[src/rtl/fb_if_id.sv]
// IF/ID pipeline register: captures PC and instruction for decode, honouring
// hold/flush, and inserts a one-cycle bubble after every captured jalr.
module fb_if_id #(
  parameter int                ADDR_W   = 32,
  parameter int                INST_W   = 32,
  parameter logic [INST_W-1:0] NOP_INST = INST_W'(32'h00000013),
  parameter int                CNT_W    = 16
) (
  input  logic              clk,
  input  logic              ifid_reset_n,
  input  logic [ADDR_W-1:0] in_pc,
  input  logic [INST_W-1:0] in_inst,
  input  logic              in_clear,
  input  logic              ifid_hold,
  input  logic              ifid_flush,
  output logic [ADDR_W-1:0] out_pc,
  output logic [ADDR_W-1:0] out_pc_next,
  output logic [INST_W-1:0] out_inst,
  output logic              out_valid,
  output logic              jalr_lock,
  output logic [CNT_W-1:0]  bubble_cnt
);

  typedef enum logic {RUN = 1'b0, LOCK = 1'b1} state_t;

  localparam logic [ADDR_W-1:0] PC_ONE = {{(ADDR_W-1){1'b0}}, 1'b1};
  localparam logic [CNT_W-1:0]  CNT_ONE = {{(CNT_W-1){1'b0}}, 1'b1};

  state_t            r_state;
  state_t            w_state_nxt;
  logic              r_jalr_lock;
  logic [ADDR_W-1:0] r_pc;
  logic [ADDR_W-1:0] r_pc_next;
  logic [INST_W-1:0] r_inst;
  logic              r_valid;
  logic [CNT_W-1:0]  r_bubble_cnt;

  logic              w_is_jalr;
  logic              w_load;
  logic              w_capture;
  logic              w_bubble;

  function automatic logic [CNT_W-1:0] sat_inc(input logic [CNT_W-1:0] v);
    return (&v) ? v : v + CNT_ONE;
  endfunction

  assign w_is_jalr = (in_inst[6:0] == 7'b1100111);

  always_ff @(posedge clk) begin
    if (!ifid_reset_n) begin
      r_state     <= RUN;
      r_jalr_lock <= 1'b0;
    end else begin
      r_state     <= w_state_nxt;
      r_jalr_lock <= (w_state_nxt == LOCK);
    end
  end

  // Priority: flush > hold > LOCK > clear > capture; only a captured jalr arms LOCK.
  always_comb begin
    w_state_nxt = r_state;
    if (ifid_flush)           w_state_nxt = RUN;
    else if (ifid_hold)       w_state_nxt = r_state;
    else if (r_state == LOCK) w_state_nxt = RUN;
    else if (in_clear)        w_state_nxt = RUN;
    else if (w_is_jalr)       w_state_nxt = LOCK;
  end

  always_comb begin
    w_load    = ifid_flush | ~ifid_hold;
    w_capture = ~ifid_flush & ~ifid_hold & (r_state == RUN) & ~in_clear;
    w_bubble  = w_load & ~w_capture;
  end

  always_ff @(posedge clk) begin
    if (!ifid_reset_n) begin
      r_pc         <= '0;
      r_pc_next    <= PC_ONE;
      r_inst       <= NOP_INST;
      r_valid      <= 1'b0;
      r_bubble_cnt <= '0;
    end else begin
      if (w_load) begin
        r_pc      <= in_pc;
        r_pc_next <= in_pc + PC_ONE;
        r_inst    <= w_capture ? in_inst : NOP_INST;
        r_valid   <= w_capture;
      end
      if (w_bubble) r_bubble_cnt <= sat_inc(r_bubble_cnt);
    end
  end

  assign out_pc      = r_pc;
  assign out_pc_next = r_pc_next;
  assign out_inst    = r_inst;
  assign out_valid   = r_valid;
  assign jalr_lock   = r_jalr_lock;
  assign bubble_cnt  = r_bubble_cnt;

endmodule
[config.mk]
export PLATFORM = sky130hd
export DESIGN_NAME = fb_if_id
export DESIGN_NICKNAME = d
export VERILOG_FILES = /design/src/rtl/fb_if_id.sv
export SDC_FILE = /design/constraint.sdc
export NUM_CORES = 1
export LEC_CHECK = 0
export CAP_MARGIN = 30
export CORE_ASPECT_RATIO = 1.5
export CORE_UTILIZATION = 35
export CTS_BUF_LIST = sky130_fd_sc_hd__clkbuf_4
export CTS_CLUSTER_DIAMETER = 200
export DETAILED_ROUTE_END_ITERATION = 10
export HOLD_SLACK_MARGIN = 0.06
export PLACE_DENSITY = 0.63
export SYNTH_ARGS = -nofsm -noshare
export SYNTH_HDL_FRONTEND = slang
export SYNTH_SLANG_ARGS = --single-unit
[constraint.sdc]
create_clock -name clk -period 4.2 [get_ports clk]
set_input_delay 0.84 -clock clk [delete_from_list [all_inputs] [get_ports clk]]
set_output_delay 0.84 -clock clk [all_outputs]
set_load 0.03 [all_outputs]
==> metrics.yaml <==
coreArea_mm2: 0.0137
post_cts_buffers: 0
ys_types: 45
port_buffers: 182
synth_top_area_share_pct: 46.2
initialDrtViolationCount: 263
drc: 0
final_util_pct: 52.4
synth_nets: 671
pin_count: 183
met3WireLength_um: 914
worstPathRequired_ps: 4630
firstDrtPassIters: 5
powerDensity_mw_per_mm2: 346
htreeDepth: 4
grt_pass1_vias: 4918
cp-end-kind: "flip-flop"
layout_commonest_cell: "clkdlybuf4s50_1"
crit_arrival_ps: 3260
yosysTopAreaCell: "dfxtp_1"
start_util_pct: 36.2
hold_buffers: 0
drv_cap: 0
postRouteAntennaNets: 0
grt_start_max_net_pins: 47
nNetsFinal: 833
async_flop_share_pct: 0
netlist_area_mm2: 0.00494
min_period_over_period_pct: 67.3
worstSetupPathType: "input pin to flip-flop"
routed_via_density: 5.54
slew_viol_final: 0
setup.worst_path.start: "in_pc[0]"
reg2reg_depth: 5
hold_path_depth: 2
ir_drop_v: 0.000204
drive_gt1_share_pct: 6.06
grt_pass1_wl_um: 24600
period_needed_ps: 2830
skew_ps: 22.5
clk_latency_ps: 520
dp_hpwl_um: 11200
cts_tree: "done"
cp_max_fo: 16
die-area_mm2: 0.0146
synth_edf_count: 0
final_cell_mix: "182 x clkdlybuf4s50_1, 114 x dfxtp_1, 94 x nand2_1"
slew-limit-headroom_pct: 42.9
hold_path_end: "out_pc[12]"
die_h_um: 148
vias: 5201
grt-ovfl-total: 0
hold_violations: 0
wl_met2_um: 8050
r2r-start: "bubble_cnt[0]"
ys.flop_type: "dfxtp_1"
wire_per_inst_um: 16.5
synthCells: 600
tightest_slew_ps: 857
min_from: "out_pc[12]"
synth_seq_cells: 114
setup_viol: 0
rrSetupSlack_ps: 2290
clock_sinks: 114
p_leak_nw: 2.51
rsz0062_at_grt: "false"
cts_resized: 0
wirelength_um: 15500
crit_path_start_kind: "input pin"
met1Wirelength_um: 6110
yosys_warnings: 0
area_growth_pct: 44.8
clk_pin_slew_ps: 110
ys_seq_area_share_pct: 46.2
antenna_found_initial: 1
highest_layer: "met4"
cts_root_buffer: "clkbuf_4"
max_freq_ghz: 0.354
min_path_type: "flip-flop to flip-flop"
synthTopCellsByArea: "dfxtp_1 46%, nand2_1 7.1%, a21oi_1 4.6%"
status: "finished, final reports clean"
grtUsageTotal_pct: 21.3
rows: 52
cts_max_path_buffers: 2
cts_buffers: 17
worstReg2RegEnd: "bubble_cnt[15]"
gp_congestion: 0.840
die_w_um: 99.0
tns_ps: 0
syn-mean-instance-area_um2: 8.24
-- how the worst max path moves through the flow --
stage / to / slack (ps) / cells after the start
6_report: out_pc_next[16] / 1370 / 6
5_1_grt: out_pc_next[16] / 1290 / 6
4_1_cts: out_pc_next[16] / 1430 / 6
3_5_place_dp: out_pc_next[16] / 870 / 6
3_3_place_gp: out_pc_next[16] / 940 / 6
2_1_floorplan: out_pc_next[16] / 1900 / 7
-- synthesized netlist by cell type (2+ instances only) --
library cell,n
nand3_1,19
buf_1,3
dfxtp_1,114
xor2_1,5
o21ai_0,28
inv_1,6
nand4_1,14
o22ai_1,3
a31oi_1,5
nor3_1,11
o21ba_2,2
ha_1,2
mux2i_1,6
a211oi_1,14
a22oi_1,29
o31a_1,5
o2111ai_1,2
nor4_1,17
o311ai_0,2
a21oi_1,45
clkbuf_1,37
or3_1,4
a32oi_1,2
and2_1,4
or4_1,7
a311oi_1,5
buf_2,6
o41ai_1,2
and3_1,8
o211a_1,2
nor2_1,53
o31ai_1,8
nand2b_1,8
nand2_1,94
xnor2_1,7
nor3b_1,3
and4_1,10
-- worst max-delay path, cell delays in order --
cell	delay, ps
clkdlybuf4s50_1	580
ha_1	350
nand3_1	140
or2_0	510
or4_1	580
a311oi_1	250
-- per-stage QoR --
stage	cells	total power, mW	hold WS, ps	setup WS, ps	area, um^2
floorplan	600	1.41	580	1900	4940
global placement	905	1.63	441	937	6860
detailed placement	905	1.64	447	866	6860
CTS	937	2.51	463	1430	7160
global route	938	2.58	479	1290	7160
finish	938	2.48	460	1370	7160
-- cell families (layout without fill, tap and decap cells) --
logic type	Yosys count	in the layout	share of synthesized area, %
AO/OA/AOI/OAI	156	156	20.5
XOR/XNOR	12	12	2.13
adder cells (fa/ha/maj)	2	2	0.506
buffers and inverters	53	228	4.18
flip-flops	114	114	46.2
multiplexers	6	6	1.21
other	0	1	0
AND/OR/NAND/NOR	257	257	25.3
-- cell type report --
cell class / count / area [um^2]
clock inverter: 14 / 165
multi-input combinational: 433 / 2470
clock buffer: 18 / 135
antenna: 1 / 2.50
inverter: 7 / 26.3
fill: 1309 / 6500
timing repair buffer: 189 / 1870
sequential: 114 / 2280
tap: 162 / 203
-- where the power goes --
part | total [mW] | internal, mW | switching (mW)
logic | 0.449 | 0.192 | 0.257
registers | 1.17 | 1.13 | 0.0328
clock network | 0.863 | 0.416 | 0.447
total | 2.48 | 1.74 | 0.737
-- state kept, by name, indices dropped and copies added, names as in the netlist --
name and flops:
out_inst 32, out_valid 1, out_pc 32, out_pc_next 32, jalr_lock 1, bubble_cnt 16
-- metal layers --
layer / vias up / GRT usage [%]
met5: - / 0
met4: 0 / 10.0
met3: 39 / 5.15
met2: 186 / 37.6
met1: 2458 / 23.9
li1: 2518 / -
No activity file was read; power rests on OpenSTA's default activity.
